<file path="src/rtl/min_hour_counter.sv">
// ---------------------------------------------------------------------------
// min_hour_counter
//
// Minutes/hours stage of a time-of-day clock. Counts minutes on each
// seconds-wrap pulse, carries into hours, and accepts a time load through a
// valid/ready handshake. A load is checked for range; a bad load leaves the
// time untouched and reports set_err.
//
// Optional feature: define MIN_HOUR_ALARM_EN to build the alarm comparator.
// Without it the alarm ports stay on the module, alarm is tied low and the
// alarm inputs have no effect.
//
// Parameters
//   HOURS_PER_DAY  hour wrap modulus, 1..24 (default 24)
//
// Ports
//   clk          rising-edge clock
//   rst_n        asynchronous active-low reset
//   sec_wrap     one-cycle pulse from the seconds stage (59 -> 0)
//   set_valid    time-load request
//   set_hour     hour to load
//   set_min      minute to load
//   set_ready    high when a load can be accepted (FSM in RUN)
//   set_err      one-cycle pulse after an out-of-range load was accepted
//   minute       current minute, 0..59
//   hour         current hour, 0..HOURS_PER_DAY-1
//   min_tick     one-cycle pulse after minute wraps 59 -> 0
//   day_tick     one-cycle pulse after hour wraps to 0
//   alarm_hour   alarm compare hour
//   alarm_min    alarm compare minute
//   alarm_arm    alarm enable; dropping it clears a raised alarm
//   alarm        alarm flag
// ---------------------------------------------------------------------------
//
// Load FSM
//   state   | meaning
//   --------+-----------------------------------------------------------
//   ST_RUN  | counting, set_ready=1, a set_valid is taken as a transfer
//   ST_HOLD | one cycle after a transfer, set_ready=0, counting continues
// ---------------------------------------------------------------------------

module min_hour_counter #(
  parameter int HOURS_PER_DAY = 24
) (
  input  logic       clk,
  input  logic       rst_n,
  input  logic       sec_wrap,
  input  logic       set_valid,
  input  logic [4:0] set_hour,
  input  logic [5:0] set_min,
  output logic       set_ready,
  output logic       set_err,
  output logic [5:0] minute,
  output logic [4:0] hour,
  output logic       min_tick,
  output logic       day_tick,
  input  logic [4:0] alarm_hour,
  input  logic [5:0] alarm_min,
  input  logic       alarm_arm,
  output logic       alarm
);

  localparam logic [5:0] MIN_LAST  = 6'd59;
  localparam logic [4:0] HOUR_LAST = 5'(HOURS_PER_DAY - 1);
  localparam logic [4:0] HOUR_MOD  = 5'(HOURS_PER_DAY);

  typedef enum logic {
    ST_RUN  = 1'b0,
    ST_HOLD = 1'b1
  } state_t;

  state_t     state_q, state_d;
  logic [5:0] minute_q, minute_d;
  logic [4:0] hour_q, hour_d;
  logic       min_tick_q, min_tick_d;
  logic       day_tick_q, day_tick_d;
  logic       set_err_q, set_err_d;

  logic       transfer;
  logic       load_ok;
  logic       count_step;

  assign transfer   = set_valid && (state_q == ST_RUN);
  assign load_ok    = (set_min <= MIN_LAST) && (set_hour < HOUR_MOD);
  // A transfer always wins over a coincident seconds pulse, good load or not.
  assign count_step = sec_wrap && !transfer;

  // -------------------------------------------------------------------------
  // FSM: next state
  // -------------------------------------------------------------------------
  always_comb begin
    state_d = state_q;
    case (state_q)
      ST_RUN:  if (transfer) state_d = ST_HOLD;
      ST_HOLD: state_d = ST_RUN;
      default: state_d = ST_RUN;
    endcase
  end

  // -------------------------------------------------------------------------
  // Time datapath and pulse outputs
  // -------------------------------------------------------------------------
  always_comb begin
    minute_d   = minute_q;
    hour_d     = hour_q;
    min_tick_d = 1'b0;
    day_tick_d = 1'b0;
    set_err_d  = 1'b0;

    if (transfer) begin
      if (load_ok) begin
        minute_d = set_min;
        hour_d   = set_hour;
      end else begin
        set_err_d = 1'b1;
      end
    end else if (count_step) begin
      if (minute_q >= MIN_LAST) begin
        minute_d   = 6'd0;
        min_tick_d = 1'b1;
        // The >= compare keeps hour inside range even from a corrupted value.
        if (hour_q >= HOUR_LAST) begin
          hour_d     = 5'd0;
          day_tick_d = 1'b1;
        end else begin
          hour_d = hour_q + 5'd1;
        end
      end else begin
        minute_d = minute_q + 6'd1;
      end
    end
  end

  always_ff @(posedge clk or negedge rst_n) begin
    if (!rst_n) begin
      state_q    <= ST_RUN;
      minute_q   <= 6'd0;
      hour_q     <= 5'd0;
      min_tick_q <= 1'b0;
      day_tick_q <= 1'b0;
      set_err_q  <= 1'b0;
    end else begin
      state_q    <= state_d;
      minute_q   <= minute_d;
      hour_q     <= hour_d;
      min_tick_q <= min_tick_d;
      day_tick_q <= day_tick_d;
      set_err_q  <= set_err_d;
    end
  end

  assign set_ready = (state_q == ST_RUN);
  assign set_err   = set_err_q;
  assign minute    = minute_q;
  assign hour      = hour_q;
  assign min_tick  = min_tick_q;
  assign day_tick  = day_tick_q;

  // -------------------------------------------------------------------------
  // Alarm
  // -------------------------------------------------------------------------
`ifdef MIN_HOUR_ALARM_EN
  logic alarm_q, alarm_d;
  logic alarm_hit;

  // Compare against the value about to be loaded by a count step, so the
  // flag rises in the same cycle the matching time first shows. Loads never
  // raise it because count_step is low on a transfer.
  assign alarm_hit = count_step && (hour_d == alarm_hour) && (minute_d == alarm_min);

  always_comb begin
    alarm_d = alarm_q;
    if (!alarm_arm) begin
      alarm_d = 1'b0;
    end else if (alarm_hit) begin
      alarm_d = 1'b1;
    end
  end

  always_ff @(posedge clk or negedge rst_n) begin
    if (!rst_n) begin
      alarm_q <= 1'b0;
    end else begin
      alarm_q <= alarm_d;
    end
  end

  assign alarm = alarm_q;
`else
  // Alarm disabled: constant zero. The inputs are folded in only so they are
  // consumed; the AND with zero removes them entirely.
  assign alarm = 1'b0 & (^{alarm_hour, alarm_min, alarm_arm});
`endif

endmodule
</file>
<file path="config.mk">
export PLATFORM = sky130hd
export DESIGN_NAME = min_hour_counter
export DESIGN_NICKNAME = d
export VERILOG_FILES = /design/src/rtl/min_hour_counter.sv
export SDC_FILE = /design/constraint.sdc
export NUM_CORES = 1
export LEC_CHECK = 0
export ABC_AREA = 1
export ABC_CLOCK_PERIOD_IN_PS = 2100
export BUFFER_PORTS_ARGS = -buffer_cell sky130_fd_sc_hd__buf_2
export CORE_ASPECT_RATIO = 1.4
export CORE_UTILIZATION = 40
export CTS_CLUSTER_SIZE = 14
export DETAILED_ROUTE_END_ITERATION = 7
export PLACE_DENSITY = 0.69
export SLEW_MARGIN = 20
export SYNTH_ARGS = -nofsm -noshare
export SYNTH_HDL_FRONTEND = slang
export SYNTH_SLANG_ARGS = --single-unit
</file>
<file path="constraint.sdc">
create_clock -name clk -period 2.1 [get_ports clk]
set_input_delay 0.105 -clock clk [delete_from_list [all_inputs] [get_ports clk]]
set_output_delay 0.105 -clock clk [all_outputs]
set_load 0.005 [all_outputs]
</file>
==> After elaboration in Yosys (flattened, before gate mapping) <==
Cells that the tools add are included.
{ "totals": {"regBits": 15, "latch_bits": 0, "ramBits": 0, "rom_bits": 0, "input_bits": 27, "out_inout_bits": 16, "word_cells": 42, "memories": 0} }
{ "classes": {"n_addsub": 2, "multipliers": 0, "n_div": 0, "magnitude_cmp": 4, "n_eq_ne": 1, "n_shift": 0, "muxes": 20, "bitwise_logic": 1, "reduce_logical": 8} }
{ "op_table": {"columns": ["operator", "n"], "rows": [
  ["$mux 5", 5],
  ["$mux 6", 4],
  ["$mux 1", 10],
  ["$add 6x1->6 const B", 1],
  ["$ge 6x6->1 const B", 1],
  ["$le 6x6->1 const B", 1],
  ["$add 5x1->5 const B", 1],
  ["$ge 5x5->1 const B", 1],
  ["$lt 5x5->1 const B", 1],
  ["$reduce_bool 2->1", 2],
  ["$logic_and 1x1->1", 3],
  ["$reduce_and 3->1", 1],
  ["$ne 2x1->1 const B", 1],
  ["$pmux 1 s2", 1],
  ["$reduce_and 2->1", 1],
  ["$logic_not 1->1", 1],
  ["$not 1->1", 1]
]} }

==> Longest topological paths before layout <==
Gate-level depths: netlist of run 1.
{ "depth": {"ltp_word": 6, "ltp_mapped": 9, "depth_no_buf": 9} }

==> Least setup slack after synthesis of run 1 <==
Ideal clock, no wire load.
{ "synth_path": {"kind": "reg-to-reg", "start": "register minute_q[0], in the netlist minute[0]", "end": "register hour_q[4], in the netlist hour[4]", "setup_time_ns": 0.118, "t_arrival_ns": 1.185, "t_required_ns": 1.982, "setup_slack_ns": 0.796, "stages_incl_launch_ff": 8, "path_buffers": 0, "period_less_slack_ns": 1.304, "path_cell_list": "dfrtp_1 ha_1 nor2_1 nor2_1 nor2_4 inv_2 nand4_1 nand2_1"} }
{ "synth_between": {"elab_chain_len": 3} }
{ "synth_lines": {"columns": ["element", "line_no", "rtl"], "rows": [
  ["start, declared", "73", "logic [5:0] minute_q, minute_d;"],
  ["start signal, assigned", "144", "minute_q <= minute_d;"],
  ["$ge 6x6->1", "118", "if (minute_q >= MIN_LAST) begin"],
  ["$reduce_bool 2->1 (no line)", null, null],
  ["$reduce_and 3->1 (no line)", null, null],
  ["end signal, assigned", "145", "hour_q <= hour_d;"],
  ["end, declared", "74", "logic [4:0] hour_q, hour_d;"]
]} }
No other way between the ends.
A chain may end at the register's enable or synchronous reset.

==> Final worst setup path of run 1 <==
{ "layout_path": {"start": "register minute_q[0], in the netlist minute[0]", "end": "register hour_q[2], in the netlist hour[2]"} }
The elaborated chain is that of the path after synthesis.

==> impl_summary.log, run 1 <==
[metrics] run status: complete, but fails checks
[metrics] violations in the final reports: design-rule violations
[metrics] clk root buf: clkbuf_4
[metrics] area occupied by registers: 375 µm²
[metrics] static power due to leakage: 0.000710 µW
[metrics] leading cell types by total area after synthesis: dfrtp_1, nand2_1, nand3_1
[metrics] Area growth syn-to-layout: 19.7%
[metrics] number of top-level pins: 43
[metrics] port bufs: 29
[metrics] fin crit period: 1550 ps
[metrics] TNS Setup: 0 ps
[metrics] via count of the first global-routing pass: 908
[metrics] Post-layout nets: 202
[metrics] ANT nets after route: 0
[metrics] DRC errors left: 3
[metrics] Synth cell types: 24
[metrics] overall fraction of global-route tracks in use: 0.180
[metrics] worst hold slack across all endpoints: 93.3 ps
[metrics] vertical extent of the die: 60.9 µm
[metrics] total area of multi-input combinational cells: 544 µm²
[metrics] DRC marker count from the first detailed-route iteration: 12
[metrics] final antenna diode count: 0
[metrics] die area: 2680 µm²
[metrics] worst clock skew: 6.65 ps
[metrics] CTS tree: done
[metrics] share of the synthesized area in the top cell type: 0.379
[metrics] PwrDens: 840 nW/µm²
[metrics] horizontal extent of the die: 44.1 µm
[metrics] data arrival time of the critical path: 1770 ps
[metrics] maximum number of pins on one net before global-route repair: 19
[metrics] post-placement setup slack: 594 ps
[metrics] post-cts resize count: 0
[metrics] number of nets in the synthesized netlist: 169
[metrics] clock sink total: 15
[metrics] worst setup slack after layout: 550 ps
[metrics] CTS max path bufs: 2
[metrics] average routed wire per standard cell: 10.3 µm
[metrics] global-route wire length before repair: 3620 µm
[metrics] sequential cell area fraction in the yosys report: 0.379
[metrics] maximum clock frequency: 645 MHz
[metrics] CP startpoint kind: register
[metrics] fill count: 244
[metrics] aggregate routed wire length: 2020 µm
[metrics] Hold-fix buffers, CTS: 1
[metrics] synthesized area per cell: 7.08 µm²
[metrics] H-tree Lvls: 1
[metrics] setup repair after global routing missed its margin: no
[metrics] worst supply voltage drop on vdd: 0.000385 V
[metrics] source-to-sink clock delay at the later pin of the worst-skew pair: 290 ps
[metrics] detailed-route via count: 963
[metrics] clock transition time at the flip-flop clock pins of the worst setup and hold paths: 90 ps
[metrics] yosys warns: 0
[metrics] Final Hold Fails: 0
[metrics] Slew Limit Fails: 0
[metrics] endpoint type of the worst setup path: register
[metrics] area of the mapped netlist: 991 µm²
[metrics] detailed-placement wirelength estimate: 1580 µm
[metrics] initial antenna violation count: 0
[metrics] vias per cell: 4.94
[metrics] synthesized flop and latch total: 15
[metrics] buffers inserted by post-CTS timing repair: 0
[metrics] detailed-router iteration count before antenna repair: 8
[metrics] Inserted Clock Buffers: 3
[metrics] Placement Rows: 21
[metrics] number of maximum-capacitance constraint violations: 0
[metrics] ratio of cells with drive above 1 in the final layout: 0.285
[metrics] Data required, critical path: 2320 ps
[metrics] Initial Utilization: 0.419
[metrics] leftover overflow at the end of global routing: 0
[metrics] Final Wtd Congestion: 0.780
[metrics] Crit Path Category: register to register
[metrics] Cells after DPL: 190
[metrics] core area: 2360 µm²
[metrics] Yosys top cell by area: dfrtp_1
[metrics] final clock period utilization by the worst path: 0.738
[metrics] count of final setup violators: 0
[metrics] critical-path maximum fanout: 8
[metrics] class of the worst hold path: input pin to register
[metrics] synthesized instance count: 140
[metrics] final cell count without fillers: 195
-- registers in the layout (all words and copies together) (netlist names) --
name / cells
minute: 6
hour: 5
day_tick: 1
min_tick: 1
set_err: 1
state_q: 1
-- report_power, final --
group | switching [µW] | total (µW) | internal, µW
clock network | 91.2 | 165 | 73.8
registers | 82.9 | 441 | 358
logic | 215 | 390 | 175
total | 389 | 996 | 607
-- metrics by stage --
step	cell area, µm²	utilization	power, µW
2_1_floorplan	991	-	697
3_3_place_gp	1150	0.486	825
3_5_place_dp	1150	0.486	840
4_1_cts	1190	0.502	1010
5_1_grt	1190	0.502	1090
6_report	1190	0.502	996
-- per-layer routing --
metal	wire length (µm)	global-route usage	vias up	part of all wire
li1	-	-	499	-
met1	900	0.197	429	0.45
met2	975	0.336	28	0.48
met3	85	0.0179	7	0.042
met4	57	0.0909	0	0.028
met5	0	0	-	0
-- cells in the mapped netlist, drive strengths merged --
library cell,n
a21oi,1
buf,2
conb,1
dfrtp,15
ha,2
inv,15
nand2,67
nand3,12
nand4,2
nor2,15
nor3,1
nor4,1
o21ai,3
o21bai,1
or2,2
-- worst paths after layout --
check | end | slack [ps] | startpoint | cells after the start
setup / recovery | hour[2]$_DFFE_PN0P_ | 550 | minute[0]$_DFFE_PN0P_ | 8
hold / removal | min_tick$_DFF_PN0_ | 90 | sec_wrap | 3
setup reg to reg | hour[2]$_DFFE_PN0P_ | 550 | minute[0]$_DFFE_PN0P_ | 8
hold reg to reg | hour[3]$_DFFE_PN0P_ | 530 | hour[3]$_DFFE_PN0P_ | 2
max in group asynchronous | min_tick$_DFF_PN0_ | 1590 | rst_n | 2
min in group asynchronous | minute[1]$_DFFE_PN0P_ | 250 | rst_n | 2
-- cell type report --
class,count,area share
repair buffers,30,0.131
flip-flops and latches,15,0.316
well taps,23,0.0243
multi-input cells,108,0.459
inverters,15,0.0475
clock buffers,4,0.0222
-- worst max-delay path, cell delays in order, from the launching register on --
cell     delay [ps]
dfrtp_1         420
ha_1            220
nor2_1          180
nor2_1          120
nor2_4          240
inv_2            90
nand2_4         100
nand2_1          50
nand2_1          60
-- kinds of logic (layout without fill, tap and decap cells) --
logic type / count (synthesis) / count (layout) / synth area share
flops: 15 / 15 / 0.379
other cells: 1 / 1 / 0.00378
simple gates: 100 / 100 / 0.489
buf+inv: 17 / 49 / 0.0720
fa+ha+maj: 2 / 2 / 0.0252
compound gates: 5 / 5 / 0.0316
-- placed cells by master, fill, tap and decap left out --
master         count
nand2_1           64
buf_2             29
dfrtp_1           15
nand3_1           11
inv_1             11
nor2_1             9
inv_2              4
nor2_4             3
clkbuf_4           3
nor2_8             2
nand2_4            2
or2_2              2
nand4_1            2
ha_1               2
nand3_2            1
o21ai_2            1
nor4_1             1
nor3_1             1
nor2_2             1
nand2_2            1
o21ai_1            1
o21ai_0            1
a21oi_1            1
o21bai_1           1
conb_1             1
clkbuf_1           1
dlygate4sd3_1      1
(Power assumes the default switching activity.)
==> run 2, diff against run 1 <==
--- a/config.mk
+++ b/config.mk
@@ -6,7 +6,7 @@
 export NUM_CORES = 1
 export LEC_CHECK = 0
 export ABC_AREA = 1
-export ABC_CLOCK_PERIOD_IN_PS = 2100
+export ABC_CLOCK_PERIOD_IN_PS = 1500
 export BUFFER_PORTS_ARGS = -buffer_cell sky130_fd_sc_hd__buf_2
 export CORE_ASPECT_RATIO = 1.4
 export CORE_UTILIZATION = 40
==> constraint.sdc (replaced) <==
create_clock -name clk -period 1.5 [get_ports clk]
set_input_delay 0.075 -clock clk [delete_from_list [all_inputs] [get_ports clk]]
set_output_delay 0.075 -clock clk [all_outputs]
set_load 0.005 [all_outputs]
==> impl_summary.log, run 2 (synthesized netlist as in run 1, its figures left out) <==
[metrics] run status: complete, but fails checks (unchanged)
[metrics] violations in the final reports: design-rule violations (unchanged)
[metrics] maximum number of pins on one net before global-route repair: 16 (was 19)
[metrics] number of cell instances on the worst register-to-register path: 9 (was 8)
[metrics] initial antenna violation count: 0 (unchanged)
[metrics] detailed-router iteration count before antenna repair: 6 (was 8)
[metrics] reg-to-reg startpoint: minute[0]$_DFFE_PN0P_ (unchanged)
[metrics] die area: 2680 µm² (unchanged)
[metrics] number of maximum-capacitance constraint violations: 0 (unchanged)
[metrics] list of cells traversed by the critical path: ha_1 > nor2_2 > nor2_2 > nor2_4 > buf_4 > nand3_2 > nand2_1 > nand2_1 > nand2_1 (was ha_1 > nor2_1 > nor2_1 > nor2_4 > inv_2 > nand2_4 > nand2_1 > nand2_1)
[metrics] clk root buf: clkbuf_4 (unchanged)
[metrics] worst supply voltage drop on vdd: 0.000616 V (was 0.000385 V)
[metrics] Post-layout nets: 208 (was 202)
[metrics] Crit Path Category: register to register (unchanged)
[metrics] data arrival time of the critical path: 1620 ps (was 1770 ps)
[metrics] via count of the first global-routing pass: 903 (was 908)
[metrics] overall fraction of global-route tracks in use: 0.176 (was 0.180)
[metrics] Data required, critical path: 1710 ps (was 2320 ps)
[metrics] reg-to-reg endpoint: minute[4]$_DFFE_PN0P_ (was hour[2]$_DFFE_PN0P_)
[metrics] Hold Path Origin: sec_wrap (unchanged)
[metrics] Final Wtd Congestion: 0.791 (was 0.780)
[metrics] endpoint type of the worst setup path: register (unchanged)
[metrics] global-route wire length before repair: 3570 µm (was 3620 µm)
[metrics] Net Sw Power: 565 µW (was 389 µW)
[metrics] core area: 2360 µm² (unchanged)
[metrics] Power, Total: 1460 µW (was 996 µW)
[metrics] horizontal extent of the die: 44.1 µm (unchanged)
[metrics] Top Family by Delay on Critical Path: simple AND/OR/NAND/NOR gates (unchanged)
[metrics] vias per cell: 4.86 (was 4.94)
[metrics] static power due to leakage: 0.000743 µW (was 0.000710 µW)
[metrics] worst clock skew: 8.62 ps (was 6.65 ps)
[metrics] final cell utilization of the core: 0.527 (was 0.502)
[metrics] commonest non-fill, non-tap cell in the layout: nand2_1 (unchanged)
[metrics] final antenna diode count: 0 (unchanged)
[metrics] Slew Limit Fails: 0 (unchanged)
[metrics] port bufs: 29 (unchanged)
[metrics] critical-path maximum fanout: 4 (was 8)
[metrics] P_int: 893 µW (was 607 µW)
[metrics] aggregate routed wire length: 2100 µm (was 2020 µm)
[metrics] relative contribution of sequential cells to total power: 0.421 (was 0.443)
[metrics] class of the worst hold path: input pin to register (unchanged)
[metrics] H-tree Lvls: 1 (unchanged)
[metrics] detailed-placement wirelength estimate: 1630 µm (was 1580 µm)
[metrics] fill count: 245 (was 244)
[metrics] DRC marker count from the first detailed-route iteration: 16 (was 12)
[metrics] maximum clock frequency: 709 MHz (was 645 MHz)
[metrics] Sw Ratio: 0.388 (was 0.391)
[metrics] CP startpoint kind: register (unchanged)
[metrics] post-placement setup slack: 45.9 ps (was 594 ps)
[metrics] startpoint of the worst setup timing path: minute[0]$_DFFE_PN0P_ (unchanged)
[metrics] commonest non-fill, non-tap cells in the layout: nand2_1, buf_2, dfrtp_1 (unchanged)
[metrics] Final Hold Fails: 0 (unchanged)
[metrics] critical path's slowest cell: dfrtp_1 (unchanged)
[metrics] CTS max path bufs: 2 (unchanged)
[metrics] worst hold slack across all endpoints: 75.2 ps (was 93.3 ps)
[metrics] worst setup slack after layout: 90.0 ps (was 550 ps)
[metrics] Clk pwr share: 0.158 (was 0.166)
[metrics] PwrDens: 1170 nW/µm² (was 840 nW/µm²)
[metrics] Placement Rows: 21 (unchanged)
[metrics] sum of buffers and inverters on the critical path: 1 (unchanged)
[metrics] clock transition time at the flip-flop clock pins of the worst setup and hold paths: 90 ps (about the same)
[metrics] vertical extent of the die: 60.9 µm (unchanged)
[metrics] flop2flop setup slack: 90 ps (was 550 ps)
[metrics] Critical path destination: minute[4]$_DFFE_PN0P_ (was hour[2]$_DFFE_PN0P_)
[metrics] CP dominant cell by count: nand2_1
[metrics] final cell count without fillers: 201 (was 195)
[metrics] average routed wire per standard cell: 10.5 µm (was 10.3 µm)
[metrics] source-to-sink clock delay at the later pin of the worst-skew pair: 280 ps (was 290 ps)
[metrics] Inserted Clock Buffers: 3 (unchanged)
[metrics] ratio of cells with drive above 1 in the final layout: 0.331 (was 0.285)
[metrics] total stage count of the critical path: 9 (was 8)
[metrics] number of top-level pins: 43 (unchanged)
[metrics] count of final setup violators: 0 (unchanged)
[metrics] fin crit period: 1410 ps (was 1550 ps)
[metrics] Crit path largest cell delay: 390 ps (was 420 ps)
[metrics] final clock period utilization by the worst path: 0.940 (was 0.738)
[metrics] DRC errors left: 3 (unchanged)
[metrics] proportion of power drawn by combinational gates: 0.422 (was 0.391)
[metrics] flip-flop count of the largest register after layout: 6 (unchanged)
[metrics] CTS tree: done (unchanged)
[metrics] Area growth syn-to-layout: 25.8% (was 19.7%)
[metrics] clock sink total: 15 (unchanged)
[metrics] ANT nets after route: 0 (unchanged)
[metrics] leftover overflow at the end of global routing: 0 (unchanged)
[metrics] detailed-route via count: 976 (was 963)
[metrics] Initial Utilization: 0.419 (unchanged)
[metrics] Cells after DPL: 193 (was 190)
## run 2: changes by cell type in the layout (fill, tap and decap cells not counted), sizes merged
cell	delta
buf	+6
## run 2: what timing repair did
item | in CTS | in global routing
buffers inserted | 0 | 3
endpoints found under the setup margin | 0 | 10
resized for setup | 0 | 4
endpoints found under the hold margin | 15 | 0
hold buffers | 1 | 0
## run 2: how the worst min path moves through the flow
stage,endpoint,cells past startpoint
floorplan,day_tick$_DFF_PN0_,0
global placement,minute[0]$_DFFE_PN0P_,1
detailed placement,minute[0]$_DFFE_PN0P_,1
CTS,min_tick$_DFF_PN0_,3
global route,day_tick$_DFF_PN0_,3
finish,day_tick$_DFF_PN0_,3
## run 2: final cells by class
class	count	area [µm²]	area share
inverters	15	56.3	0.0452
flip-flops and latches	15	375	0.301
multi-input cells	108	559	0.449
repair buffers	36	200	0.161
clock buffers	4	26.3	0.0211
well taps	23	28.8	0.0231
## run 2: power by group through the flow
| stage | combinational [µW] | clock [µW] | sequential, µW |
|---|---|---|---|
| 6_report | 615 | 230 | 613 |
| 5_1_grt | 706 | 251 | 627 |
| 4_1_cts | 585 | 240 | 612 |
| 3_5_place_dp | 580 | 0 | 618 |
| 3_3_place_gp | 570 | 0 | 614 |
| 2_1_floorplan | 357 | 0 | 618 |
## run 2: stage by stage
step / area, µm² / setup TNS (ps)
after floorplan: 991 / 0
final: 1250 / 0
after CTS: 1210 / 0
after detailed placement: 1170 / 0
after global placement: 1170 / 0
after global routing: 1250 / -8.31
## run 2: layer usage
layer | vias up | global-route usage | share of wire
met3 | 2 | 0.0179 | 0.045
met4 | 0 | 0.0649 | 0.0057
li1 | 507 | - | -
met2 | 29 | 0.332 | 0.51
met5 | - | 0 | 0
met1 | 438 | 0.202 | 0.43
## run 2: worst min-delay path, delay by kind of cell
| kind | cells | cell delay [ps] |
|---|---|---|
| AND/OR/NAND/NOR | 1 | 50 |
| buffers and inverters | 2 | 190 |
==> run 3, diff against run 2 <==
==> constraint.sdc (replaced) <==
create_clock -name clk -period 1.5 [get_ports clk]
set_input_delay 0.3 -clock clk [delete_from_list [all_inputs] [get_ports clk]]
set_output_delay 0.3 -clock clk [all_outputs]
set_load 0.005 [all_outputs]
==> impl_summary.log, run 3 (synthesized netlist as in run 1, its figures left out) <==
[metrics] run status: complete, but fails checks (unchanged)
[metrics] violations in the final reports: design-rule violations (unchanged)
[metrics] number of top-level pins: 43 (unchanged)
[metrics] final antenna diode count: 0 (unchanged)
[metrics] number of cell instances on the worst register-to-register path: 9 (unchanged)
[metrics] leftover overflow at the end of global routing: 0 (unchanged)
[metrics] Slew Limit Fails: 0 (unchanged)
[metrics] average routed wire per standard cell: 10.7 µm (was 10.5 µm)
[metrics] H-tree Lvls: 1 (unchanged)
[metrics] reg-to-reg startpoint: minute[0]$_DFFE_PN0P_ (unchanged)
[metrics] static power due to leakage: 0.000738 µW (was 0.000743 µW)
[metrics] clock sink total: 15 (unchanged)
[metrics] Area growth syn-to-layout: 27.3% (was 25.8%)
[metrics] DRC marker count from the first detailed-route iteration: 13 (was 16)
[metrics] maximum number of pins on one net before global-route repair: 19 (was 16)
[metrics] PwrDens: 1170 nW/µm² (about the same)
[metrics] setup repair after global routing missed its margin: no
[metrics] detailed-route via count: 990 (was 976)
[metrics] clk root buf: clkbuf_4 (unchanged)
[metrics] detailed-router iteration count before antenna repair: 6 (unchanged)
[metrics] Final Wtd Congestion: 0.799 (was 0.791)
[metrics] Data required, critical path: 1730 ps (was 1710 ps)
[metrics] CTS tree: done (unchanged)
[metrics] Crit Path Category: register to register (unchanged)
[metrics] Cells after DPL: 192 (was 193)
[metrics] critical-path maximum fanout: 5 (was 4)
[metrics] global-route wire length before repair: 3700 µm (was 3570 µm)
[metrics] count of final setup violators: 0 (unchanged)
[metrics] Post-layout nets: 206 (was 208)
[metrics] data arrival time of the critical path: 1630 ps (was 1620 ps)
[metrics] final cell count without fillers: 199 (was 201)
[metrics] port bufs: 29 (unchanged)
[metrics] commonest non-fill, non-tap cell in the layout: nand2_1 (unchanged)
[metrics] via count of the first global-routing pass: 943 (was 903)
[metrics] startpoint of the worst setup timing path: minute[0]$_DFFE_PN0P_ (unchanged)
[metrics] worst hold slack across all endpoints: 289 ps (was 75.2 ps)
[metrics] fin crit period: 1400 ps (was 1410 ps)
[metrics] clock transition time at the flip-flop clock pins of the worst setup and hold paths: 90 ps (about the same)
[metrics] core area: 2360 µm² (unchanged)
[metrics] fill count: 242 (was 245)
[metrics] Placement Rows: 21 (unchanged)
[metrics] worst setup slack after layout: 97.8 ps (was 90.0 ps)
[metrics] maximum clock frequency: 713 MHz (was 709 MHz)
[metrics] worst supply voltage drop on vdd: 0.000752 V (was 0.000616 V)
[metrics] post-placement setup slack: 48.8 ps (was 45.9 ps)
[metrics] DRC errors left: 3 (unchanged)
[metrics] endpoint type of the worst setup path: register (unchanged)
[metrics] horizontal extent of the die: 44.1 µm (unchanged)
[metrics] vias per cell: 4.97 (was 4.86)
[metrics] Initial Utilization: 0.419 (unchanged)
[metrics] aggregate routed wire length: 2130 µm (was 2100 µm)
[metrics] ratio of cells with drive above 1 in the final layout: 0.341 (was 0.331)
[metrics] Final Instance Area: 1260 µm² (was 1250 µm²)
[metrics] vertical extent of the die: 60.9 µm (unchanged)
[metrics] die area: 2680 µm² (unchanged)
[metrics] CTS max path bufs: 2 (unchanged)
[metrics] dpl cell area: 1160 µm² (was 1170 µm²)
[metrics] number of cells on the worst hold path: 3 (unchanged)
[metrics] initial antenna violation count: 0 (unchanged)
[metrics] source-to-sink clock delay at the later pin of the worst-skew pair: 280 ps (about the same)
[metrics] Final Hold Fails: 0 (unchanged)
[metrics] flip-flop count of the largest register after layout: 6 (unchanged)
[metrics] commonest non-fill, non-tap cells in the layout: nand2_1, buf_2, dfrtp_1 (unchanged)
[metrics] number of maximum-capacitance constraint violations: 0 (unchanged)
[metrics] CP startpoint kind: register (unchanged)
[metrics] final clock period utilization by the worst path: 0.935 (was 0.940)
[metrics] overall fraction of global-route tracks in use: 0.182 (was 0.176)
[metrics] TNS Setup: 0 ps (unchanged)
[metrics] class of the worst hold path: input pin to register (unchanged)
[metrics] worst clock skew: 5.87 ps (was 8.62 ps)
[metrics] Hold Path Origin: sec_wrap (unchanged)
[metrics] Inserted Clock Buffers: 3 (unchanged)
[metrics] ANT nets after route: 0 (unchanged)
[metrics] detailed-placement wirelength estimate: 1610 µm (was 1630 µm)
-- run 3: changes by cell type in the layout (fill, tap and decap cells not counted), sizes merged --
cell  change
buf       -2
-- run 3: through the flow --
stage | utilization | power (µW)
finish | 0.533 | 1480
global route | 0.533 | 1620
global placement | 0.493 | 1180
detailed placement | 0.493 | 1200
floorplan | - | 976
CTS | 0.508 | 1440
-- run 3: power breakdown --
part	switching, µW	leakage, µW	total (µW)	internal, µW
clock network	130	0.0000150	233	103
logic	338	0.000530	630	292
registers	115	0.000192	616	501
total	584	0.000738	1480	896
-- run 3: repair_timing --
action / 4_1_cts / 5_1_grt
setup buffers: 0 / 2
setup endpoints to repair: 0 / 11
hold buffers: 1 / 0
endpoints found under the hold margin: 15 / 0
resized for setup: 0 / 9
-- run 3: critical path: stages, from the launching register on --
cell and delay, ps:
dfrtp_1 400, ha_2 210, nor2_4 150, nor2_4 60, nor2_4 130, buf_4 150, inv_2 50, nand2_4 80
nand2_1 60, nand2_1 60
-- run 3: final cells by class --
class / count / area (µm²) / share of cell area
timing repair buffer: 34 / 198 / 0.157
sequential: 15 / 375 / 0.298
multi-input combinational: 108 / 577 / 0.457
inverter: 15 / 56.3 / 0.0446
tap: 23 / 28.8 / 0.0228
clock buffer: 4 / 26.3 / 0.0208
-- run 3: worst paths after layout --
check	endpoint	slack (ps)
worst max register to register	hour[3]$_DFFE_PN0P_	100
max in group asynchronous	min_tick$_DFF_PN0_	790
worst min register to register	minute[5]$_DFFE_PN0P_	540
worst max-delay path	hour[3]$_DFFE_PN0P_	100
worst min-delay path	min_tick$_DFF_PN0_	290
min in group asynchronous	minute[1]$_DFFE_PN0P_	440
-- run 3: routing by layer --
| metal | up-vias | global-route usage | share of wire |
|---|---|---|---|
| li1 | 507 | - | - |
| met1 | 448 | 0.197 | 0.42 |
| met2 | 31 | 0.336 | 0.51 |
| met3 | 4 | 0.0208 | 0.045 |
| met4 | 0 | 0.0996 | 0.016 |
| met5 | - | 0 | 0 |
